===== config.mk =====
export PLATFORM = sky130hd
export DESIGN_NAME = edp_diag_reader
export DESIGN_NICKNAME = d
export VERILOG_FILES = /design/src/rtl/edp_diag_reader.sv
export SDC_FILE = /design/constraint.sdc
export NUM_CORES = 1
export LEC_CHECK = 0
export ABC_AREA = 0
export CORE_ASPECT_RATIO = 1.25
export CORE_MARGIN = 3
export CORE_UTILIZATION = 35
export CTS_CLUSTER_DIAMETER = 60
export CTS_CLUSTER_SIZE = 28
export DETAILED_ROUTE_END_ITERATION = 8
export HOLD_SLACK_MARGIN = 0.05
export PLACE_DENSITY = 0.72
export SLEW_MARGIN = 20
export SYNTH_ARGS = -nofsm -noshare
export SYNTH_HDL_FRONTEND = slang
export SYNTH_SLANG_ARGS = --single-unit
export TNS_END_PERCENT = 50

===== constraint.sdc =====
create_clock -name clk -period 3.25 [get_ports clk]
set_clock_uncertainty 0.15 [all_clocks]
set_input_delay 0.325 -clock clk [delete_from_list [all_inputs] [get_ports clk]]
set_output_delay 0.325 -clock clk [all_outputs]
set_load 0.05 [all_outputs]

===== src/rtl/edp_diag_reader.sv =====
// EBUS-side diagnostic read sequencer for the EDP: selects a source register,
// waits for the bus, holds the read function while EBUS settles, and returns the captured word.
//
// state   | meaning
// IDLE    | ready for a request
// WAITBUS | waiting for other EBUS drivers to release, bounded by TIMEOUT
// DRIVE   | read function raised, counting SETTLE cycles before capture
// RESP    | response held on the rsp channel until consumed
module edp_diag_reader #(
    parameter int SETTLE  = 2,
    parameter int TIMEOUT = 64
) (
    input  logic        clk,
    input  logic        reset,
    input  logic        req_valid,
    output logic        req_ready,
    input  logic [2:0]  req_sel,
    input  logic        req_all,
    input  logic        bus_busy,
    output logic        diag_read_func,
    output logic [2:0]  diag_func,
    input  logic [35:0] ebus_data,
    output logic        rsp_valid,
    input  logic        rsp_ready,
    output logic [2:0]  rsp_sel,
    output logic [35:0] rsp_data,
    output logic        rsp_parity,
    output logic        rsp_timeout,
    output logic        rsp_last
);

    localparam int SCW = (SETTLE > 1) ? $clog2(SETTLE) : 1;
    localparam int WCW = (TIMEOUT > 1) ? $clog2(TIMEOUT) : 1;
    localparam logic [SCW-1:0] SETTLE_LAST = SCW'(SETTLE - 1);
    localparam logic [WCW-1:0] WAIT_LAST   = WCW'(TIMEOUT - 1);

    typedef enum logic [1:0] {
        IDLE    = 2'd0,
        WAITBUS = 2'd1,
        DRIVE   = 2'd2,
        RESP    = 2'd3
    } state_t;

    state_t          state_q, state_d;
    logic [2:0]      sel_q, sel_d;
    logic            sweep_q, sweep_d;
    logic [WCW-1:0]  wait_cnt_q, wait_cnt_d;
    logic [SCW-1:0]  settle_cnt_q, settle_cnt_d;
    logic            drive_q, drive_d;
    logic [2:0]      func_q, func_d;
    logic [35:0]     data_q, data_d;
    logic            parity_q, parity_d;
    logic            timeout_q, timeout_d;
    logic            last_q, last_d;

    always_comb begin
        state_d      = state_q;
        sel_d        = sel_q;
        sweep_d      = sweep_q;
        wait_cnt_d   = wait_cnt_q;
        settle_cnt_d = settle_cnt_q;
        drive_d      = drive_q;
        func_d       = func_q;
        data_d       = data_q;
        parity_d     = parity_q;
        timeout_d    = timeout_q;
        last_d       = last_q;

        case (state_q)
            IDLE: begin
                if (req_valid) begin
                    sel_d      = req_all ? 3'd0 : req_sel;
                    sweep_d    = req_all;
                    wait_cnt_d = '0;
                    state_d    = WAITBUS;
                end
            end
            WAITBUS: begin
                // A free bus wins over an expiring wait budget.
                if (!bus_busy) begin
                    state_d      = DRIVE;
                    settle_cnt_d = '0;
                    drive_d      = 1'b1;
                    func_d       = sel_q;
                end else if (wait_cnt_q == WAIT_LAST) begin
                    state_d   = RESP;
                    data_d    = '0;
                    parity_d  = 1'b0;
                    timeout_d = 1'b1;
                    last_d    = 1'b1;
                end else begin
                    wait_cnt_d = wait_cnt_q + 1'b1;
                end
            end
            DRIVE: begin
                // Collision takes priority over capture; the wait budget is not refreshed.
                if (bus_busy) begin
                    state_d      = WAITBUS;
                    drive_d      = 1'b0;
                    settle_cnt_d = '0;
                end else if (settle_cnt_q == SETTLE_LAST) begin
                    state_d   = RESP;
                    drive_d   = 1'b0;
                    data_d    = ebus_data;
                    parity_d  = ^ebus_data;
                    timeout_d = 1'b0;
                    last_d    = ~sweep_q | (sel_q == 3'd7);
                end else begin
                    settle_cnt_d = settle_cnt_q + 1'b1;
                end
            end
            RESP: begin
                if (rsp_ready) begin
                    if (sweep_q && (sel_q != 3'd7) && !timeout_q) begin
                        sel_d      = sel_q + 3'd1;
                        wait_cnt_d = '0;
                        state_d    = WAITBUS;
                    end else begin
                        state_d = IDLE;
                    end
                end
            end
            default: state_d = IDLE;
        endcase
    end

    always_ff @(posedge clk) begin
        if (reset) begin
            state_q      <= IDLE;
            sel_q        <= '0;
            sweep_q      <= 1'b0;
            wait_cnt_q   <= '0;
            settle_cnt_q <= '0;
            drive_q      <= 1'b0;
            func_q       <= '0;
            data_q       <= '0;
            parity_q     <= 1'b0;
            timeout_q    <= 1'b0;
            last_q       <= 1'b0;
        end else begin
            state_q      <= state_d;
            sel_q        <= sel_d;
            sweep_q      <= sweep_d;
            wait_cnt_q   <= wait_cnt_d;
            settle_cnt_q <= settle_cnt_d;
            drive_q      <= drive_d;
            func_q       <= func_d;
            data_q       <= data_d;
            parity_q     <= parity_d;
            timeout_q    <= timeout_d;
            last_q       <= last_d;
        end
    end

    assign req_ready      = (state_q == IDLE) && !reset;
    assign diag_read_func = drive_q;
    assign diag_func      = func_q;
    assign rsp_valid      = (state_q == RESP);
    assign rsp_sel        = sel_q;
    assign rsp_data       = data_q;
    assign rsp_parity     = parity_q;
    assign rsp_timeout    = timeout_q;
    assign rsp_last       = last_q;

endmodule

# After elaboration in Yosys (flattened, before gate mapping)
# Cells that the tools add are included.
# op_classes
reduce_logical	18
n_shift	0
div	0
addsub	3
n_mux	44
bitwise	3
eq_ne	17
n_lt_le_gt_ge	0
n_mul	0
# op_table
cell	n
two-way mux 36 bit	4
case mux 36 bit (2 select lines)	1
parity 36 bit	1
two-way mux 6 bit	5
case mux 6 bit (3 select lines)	1
two-way mux 1 bit	16
inequality test 2 bit (second input constant)	7
two-way mux 2 bit	6
two-way mux 3 bit	4
case mux 1 bit (2 select lines)	5
inequality test 3 bit (second input constant)	3
case mux 2 bit (4 select lines)	1
AND reduction 4 bit	2
adder 6 x 1 -> 6 bit (second input constant)	1
== test 6 bit (second input constant)	1
case mux 3 bit (2 select lines)	1
AND reduction 2 bit	3
AND reduction 6 bit	1
AND reduction 5 bit	1
== test 2 bit (second input constant)	2
inequality test 2 x 1 -> 1 bit (second input constant)	2
nonzero test 2 bit	2
adder 3 x 1 -> 3 bit (second input constant)	1
== test 3 bit (second input constant)	1
9 further kinds	13
# word_totals
ram_bits	0
memories	0
latchBits	0
register_bits	56
wordCells	96
out_inout_bits	48
rom_bits	0

# Depth between registers and ports, before layout
# Gate-level depths: netlist of run 1.
# logic_depth
ltp_word	6
mapped_depth	9
mapped_depth_nobuf	8

# Worst setup path after synthesis of run 1
# Ideal clock, no wire load.
# synth_path
kind	in2out
startpoint	in reset
endpoint	out req_ready
arrival_ns	1.767
path_slack_ns	1.008
path_buffers	2
stages	3
t_required_ns	2.775
cell_sequence	clkbuf_1 buf_1 nor3_1
# synth_via
elab_chain_len	2
# synth_lines
element	line_no	source
from (decl)	14	input logic reset,
zero test 1 bit	155	assign req_ready = (state_q == IDLE) && !reset;
logical AND 1 bit	155	
to (decl)	16	output logic req_ready,
# Every way passes these cells.

# Final worst setup path of run 1
# layout_path
startpoint	reg state_q[0]
endpoint	out rsp_valid
# layout_via
elab_chain_len	1
# layout_lines
element	line_no	source
from (decl)	44	state_t state_q, state_d;
from (signal assigned)	141	state_q <= state_d;
== test 2 bit	158	assign rsp_valid = (state_q == RESP);
to (decl)	23	output logic rsp_valid,
# Every way passes these cells.

==> results of run 1 <==
-- how the worst max path moves through the flow --
stage,start,end,slack [ns]
finish,state_q[0]$_SDFFE_PP0P_,rsp_valid,0.66
global route,state_q[0]$_SDFFE_PP0P_,rsp_valid,0.53
CTS,state_q[0]$_SDFFE_PP0P_,rsp_valid,0.64
detailed placement,bus_busy,rsp_data[27]$_SDFFE_PP0P_,0.94
global placement,bus_busy,rsp_data[33]$_SDFFE_PP0P_,1.01
floorplan,reset,req_ready,1.01
-- Yosys cell counts, drive strengths merged --
master / count / share of area, %
a22oi: 36 / 11
nand2: 7 / 1.1
o21a: 1 / 0.30
o21ai: 3 / 0.60
dfxtp: 56 / 45
buf: 12 / 3.3
xnor3: 2 / 1.8
nor2b: 2 / 0.50
and2: 1 / 0.25
nand3b: 1 / 0.30
xnor2: 29 / 10
nand4: 2 / 0.50
a2111oi: 1 / 0.35
nor4b: 1 / 0.35
o311a: 1 / 0.40
nor3b: 5 / 1.5
o211ai: 1 / 0.30
mux2i: 5 / 2.0
nor3: 5 / 1.0
and3: 1 / 0.25
ha: 3 / 1.5
o32ai: 1 / 0.35
nand3: 4 / 1.0
inv: 4 / 0.60
a21oi: 6 / 1.2
nor2: 53 / 8.1
a211oi: 6 / 1.8
or4: 1 / 0.30
clkbuf: 7 / 1.1
nand2b: 2 / 0.80
nor4: 1 / 0.25
xor2: 5 / 1.8
-- cells by family after synthesis --
| logic type | after synthesis | synth area share, % |
|---|---|---|
| flip-flops | 56 | 45.0 |
| adder cells (fa/ha/maj) | 3 | 1.51 |
| XOR/XNOR | 36 | 14.1 |
| AND/OR/NAND/NOR | 86 | 16.2 |
| multiplexers | 5 | 2.01 |
| buffers and inverters | 23 | 4.92 |
| AO/OA/AOI/OAI | 56 | 16.4 |
-- sequential cells by signal, summed over array words and instances (netlist names), 2 cells and up --
register,flops
diag_func,3
rsp_data,36
rsp_sel,3
state_q,2
wait_cnt_q,6
-- area by class of cell --
type	count	area (um^2)
flip-flops and latches	56	1120
clock buffers	5	68.8
fillers	627	3190
multi-input cells	186	1250
clock inverters	3	42.5
well taps	87	109
inverters	4	15.0
repair buffers	95	938
-- layer usage --
metal	vias to the layer above	global-route usage, %	wire length (um)
met3	5	3.77	369
li1	1082	-	-
met2	55	27.0	3070
met5	-	0	0
met1	981	18.3	2570
met4	0	4.81	71
-- per-stage QoR --
step / hold slack, ns / instances / utilization [%] / power (mW)
global route: 0.391 / 436 / 52.6 / 1.52
floorplan: 0.289 / 265 / - / 0.899
global placement: 0.328 / 428 / 51.0 / 0.997
CTS: 0.356 / 436 / 52.6 / 1.46
finish: 0.352 / 436 / 52.6 / 1.43
detailed placement: 0.336 / 428 / 51.0 / 0.998
-- worst max-delay path, delay by kind of cell (launching register included) --
kind	cells	cell delay, ns
buffers and inverters	1	0.86
AND/OR/NAND/NOR	1	0.36
flip-flops	1	0.59
-- where the power goes --
group / internal [mW] / total (mW) / switching (mW)
Clock: 0.228 / 0.450 / 0.222
Sequential: 0.695 / 0.707 / 0.0119
Combinational: 0.152 / 0.274 / 0.122
Total: 1.07 / 1.43 / 0.356
==> impl_results.md, run 1 <==
- Status: finished clean
- Reg-to-Reg Start: rsp_sel[0]$_SDFFE_PP0P_
- Fraction of layout cells with a size suffix above 1: a little under 5%
- Avg Vias per Cell: 4.87
- Initial core utilization: between 30% and 40%
- Critical Path Source Type: flip-flop
- Synth Instances: roughly 270
- Diodes inserted: 0
- Die X-Extent: roughly 80 um
- Total GRT Usage: between 15 and 20%
- DPL Wire Length: 4390 um
- Largest net degree at the start of global routing: 55
- Core Footprint: just under 0.007 mm^2
- CP cell instances: and2_1 > clkdlybuf4s50_1
- I/O Buffers: 92
- Netlist Area Pre-Place: approximately 0.0025 mm^2
- Max FO, Critical Path: 12
- Kind of critical path: reg -> out
- Slew margin rel.: 62.2%
- Synthesized flop and latch total: 56
- Worst R2R End: rsp_sel[0]$_SDFFE_PP0P_
- CTS buffer count: 5
- Final WL: slightly above 6000 um
- Avg WL per Cell: between 10 and 15 um
- Clock latency on the worst-skew pair: ~0.30 ns
- Number of distinct library cells after synthesis: 40
- DRC errors left: 0
- Post-route ant nets: 0
- Max stage delay on crit path: 0.86 ns
- Die ar.: between 0.008 and 0.009 mm^2
- FF-to-FF setup slack: ~1.2 ns
- Yosys warnings: 0
- Root buffer cell: clkbuf_8
- Worst Hold Path EP: diag_func[1]$_SDFFE_PP0P_
- Hold Fails Final Rpt: 0
- Rows: 33
- CTS Sinks: 56
- Pre-CTS setup slack: approximately 0.94 ns
- HP Start: diag_func[1]$_SDFFE_PP0P_
- RSZ-0062 raised after global routing: no
- Lkg Pwr: ~1.2 nW
- Vias: roughly 2100
- Hold Path Class: reg -> reg
- Detailed Route Iter0 Violations: 131
- GPL Wtd Cong: 0.776
- Number of global-route vias before repair: 2126
- Max-slew violations: 0
- Max Cap Viol: 0
- Grt total ovfl: 0
- Sequential fraction of the synthesis area: 45.0%
- Syn nets: 313
- Post-route setup TNS: 0 ns
- Initial antenna violation count: 0
- Min Tclk post-route: between 2 and 3 ns
- Cell Area, Placed: 0.00343 mm^2
- Cell depth of the worst flop-to-flop path: 8
- Area growth, synth to finish: 42.2%
- Commonest non-fill, non-tap cells in the layout: clkdlybuf4s50_1 (91), dfxtp_1 (56), nor2_1 (52), a22oi_1 (35), xnor2_1 (28)
- FMAX: ~0.39 GHz
- Worst-path clk slew: about 0.10 ns
- Critical Path RT: about 2.8 ns
- Crit path DAT: roughly 2.1 ns
- Cts hold-fix bufs: 0
- Most common cell after layout, fill and taps aside: clkdlybuf4s50_1
- Max Root-Sink Buffers: 2
- Max VDD drop: between 0.2 and 0.25 mV
- CP Capture Type: output port
- First-pass GRT wire length: around 10000 um
- CP max stage cell: clkdlybuf4s50_1
- Boundary Pins: 93
- CTS tree: built
- Final setup vio count: 0
- Pre-antenna DRT Iters: 4
- Syn Area/Cell: 9.41 um^2
- Layout Nets: just under 400
- Slew @ Worst Pin: 0.567 ns
- Die height: 100 um
- Final instance area: about 0.0035 mm^2
- H-tree depth: 2
- Final worst slack: between 0.6 and 0.7 ns
- CTS resizes: 0
- Part of the cycle the worst path needs: approximately four fifths
- Worst hold stages: 2
- Pwr per Cell Area: ~400 mW/mm^2
- Post-CTS Setup Bufs: 0
Power figures use the tool's default switching activity.
==> run 2: changes to the inputs <==
==> constraint.sdc (replaced) <==
create_clock -name clk -period 2.5 [get_ports clk]
set_clock_uncertainty 0.15 [all_clocks]
set_input_delay 0.25 -clock clk [delete_from_list [all_inputs] [get_ports clk]]
set_output_delay 0.25 -clock clk [all_outputs]
set_load 0.05 [all_outputs]
==> run 2 against run 1 <==
Net effect:
- non-clock buffer count is 1 higher
- final cell count is 0.23% higher
- power increased by 26%
- worst setup slack got worse by 0.36 ns
- critical path depth up 1
- first-iteration DRC count is 27% lower
- combinational power increased by 32%
- die area is the same
- via count grew 1.2%
- count of clock-buffer cells in the layout increased by 1
- sequential power increased by 29%
==> impl_results.md, run 2 (same netlist as run 1, synthesis figures left out) <==
- DP Cell Count: 429 (+0.23%)
- Die ar.: 0.00818 mm^2 (unchanged)
- H-tree depth: 2 (unchanged)
- Worst-path clk slew: 0.09 ns (about the same)
- Final core occ: 52.8% (+0.11 points)
- GPL Wtd Cong: 0.736 (-5.1%)
- Max Cap Viol: 0 (unchanged)
- Initial antenna violation count: 0 (unchanged)
- # fillers: 607 (-3.2%)
- Clock latency on the worst-skew pair: 0.30 ns (about the same)
- Post-route insts no fill: 437 (+0.23%)
- Max stage delay on crit path: 0.84 ns (-0.02 ns)
- Most common cell after layout, fill and taps aside: clkdlybuf4s50_1
- CTS tree: built
- Lkg Pwr: 1.26 nW (+1.9%)
- Area growth, synth to finish: 42.5%
- Fraction of layout cells with a size suffix above 1: 5.14% (+0.27 points)
- FF-to-FF setup slack: 0.40 ns (-0.78 ns)
- Critical Path RT: 2.10 ns (-0.67 ns)
- Post-route setup TNS: 0 ns (unchanged)
- Crit path DAT: 1.80 ns (-0.31 ns)
- CTS Sinks: 56 (unchanged)
- CP Capture Type: output port
- Min Tclk post-route: approximately 2.2 ns
- Grt total ovfl: 0 (unchanged)
- Post-CTS Setup Bufs: 0 (unchanged)
- Pre-CTS setup slack: 0.252 ns (-0.688 ns)
- First-pass GRT wire length: 10100 um (+1.6%)
- Pwr per Cell Area: 508 mW/mm^2 (+26%)
- Commonest non-fill, non-tap cells in the layout: clkdlybuf4s50_1 (90), dfxtp_1 (56), nor2_1 (52), a22oi_1 (35), xnor2_1 (28)
- Final setup vio count: 0 (unchanged)
- Die height: 100 um (unchanged)
- Max FO, Critical Path: 11 (-1)
- Cell family with most CP delay: buffers and inverters
- CP cell instances: buf_4 > nor3_1 > clkdlybuf4s50_1
- Pre-antenna DRT Iters: 4 (unchanged)
- Post-route ant nets: 0 (unchanged)
- Final WL: 6030 um (-0.71%)
- DRC errors left: 0 (unchanged)
- Worst hold slack: 0.350 ns (-0.00226 ns)
- Cts hold-fix bufs: 0 (unchanged)
- Hold Path Class: reg -> reg
- CTS resizes: 0 (unchanged)
- Max VDD drop: 0.248 mV (+8.1%)
- Vias: 2149 (+1.2%)
- Initial core utilization: 37.0% (unchanged)
- Detailed Route Iter0 Violations: 95 (-27%)
- Final worst slack: 0.298 ns (-0.364 ns)
- Slew @ Worst Pin: 0.555 ns (-0.0118 ns)
- Kind of critical path: reg -> out
- Avg WL per Cell: 13.8 um (-0.94%)
- Critical Path Source Type: flip-flop
- DPL Wire Length: 4320 um (-1.7%)
- Layout Nets: 397 (+0.25%)
- CP max stage cell: clkdlybuf4s50_1
- Root buffer cell: clkbuf_8
- Number of global-route vias before repair: 2206 (+3.8%)
- Diodes inserted: 0 (unchanged)
- FMAX: 0.454 GHz
- Number of flip-flops in the largest register: 36 (unchanged)
- Max Root-Sink Buffers: 2 (unchanged)
- Slew margin rel.: 63.0% (+0.79 points)
- Max-slew violations: 0 (unchanged)
- Avg Vias per Cell: 4.92 (+0.99%)
- Rows: 33 (unchanged)
- Boundary Pins: 93 (unchanged)
- I/O Buffers: 92 (unchanged)
- RSZ-0062 raised after global routing: no
- Total GRT Usage: 15.5% (+0.094 points)
- Hold Fails Final Rpt: 0 (unchanged)
- Part of the cycle the worst path needs: 88.1%
- CTS buffer count: 5 (unchanged)
- Core Footprint: 0.00673 mm^2 (unchanged)
- WP buf/inv: 2 (+1)
- Die X-Extent: 81.5 um (unchanged)
- Largest net degree at the start of global routing: 55 (unchanged)
- Status: finished clean
## run 2: cell count changes in the layout (fill, tap and decap cells not counted)
| cell | before | now |
|---|---|---|
| dlymetal6s2s_1 | 0 | 1 |
| inv_6 | 0 | 1 |
| buf_12 | 0 | 1 |
| bufinv_16 | 1 | 0 |
| clkbuf_8 | 5 | 6 |
| clkinvlp_4 | 1 | 0 |
| clkdlybuf4s50_1 | 91 | 90 |
## run 2: worst paths after layout
kind	startpoint	endpoint	cells after the start
min	rsp_data[12]$_SDFFE_PP0P_	rsp_data[12]$_SDFFE_PP0P_	2
max reg2reg	rsp_sel[0]$_SDFFE_PP0P_	rsp_sel[0]$_SDFFE_PP0P_	8
min reg2reg	rsp_data[12]$_SDFFE_PP0P_	rsp_data[12]$_SDFFE_PP0P_	2
max	state_q[0]$_SDFFE_PP0P_	req_ready	3
## run 2: power by group
| group | leakage (nW) | internal [mW] | switching [mW] | total, mW |
|---|---|---|---|---|
| Combinational | 0.752 | 0.199 | 0.163 | 0.361 |
| Clock | 0.0516 | 0.228 | 0.298 | 0.526 |
| Sequential | 0.452 | 0.904 | 0.0112 | 0.915 |
## run 2: area by class of cell
cell class / instances / area [um^2] / share of cell area, %
clock buffer: 6 / 82.6 / 2.33
clock inverter: 2 / 13.8 / 0.388
inverter: 4 / 15.0 / 0.423
multi-input combinational: 186 / 1250 / 35.2
sequential: 56 / 1120 / 31.6
tap: 87 / 109 / 3.07
timing repair buffer: 96 / 961 / 27.1
## run 2: layer usage
layer	track usage, %	up-vias	routed length, um
li1	-	1090	-
met3	3.23	6	365
met2	27.6	62	3080
met5	0	-	0
met1	18.4	991	2510
met4	4.68	0	76
## run 2: metrics by stage
step | cell area (um^2) | total power, mW
3_5_place_dp | 3450 | 1.30
6_report | 3550 | 1.80
2_1_floorplan | 2490 | 1.17
5_1_grt | 3550 | 1.89
3_3_place_gp | 3450 | 1.30
4_1_cts | 3550 | 1.83
## run 2: tightest hold or removal path, delay by kind of cell (launching register included)
kind	cells	cell delay, ns
AO/OA/AOI/OAI	1	0.06
flip-flops	1	0.33
AND/OR/NAND/NOR	1	0.07
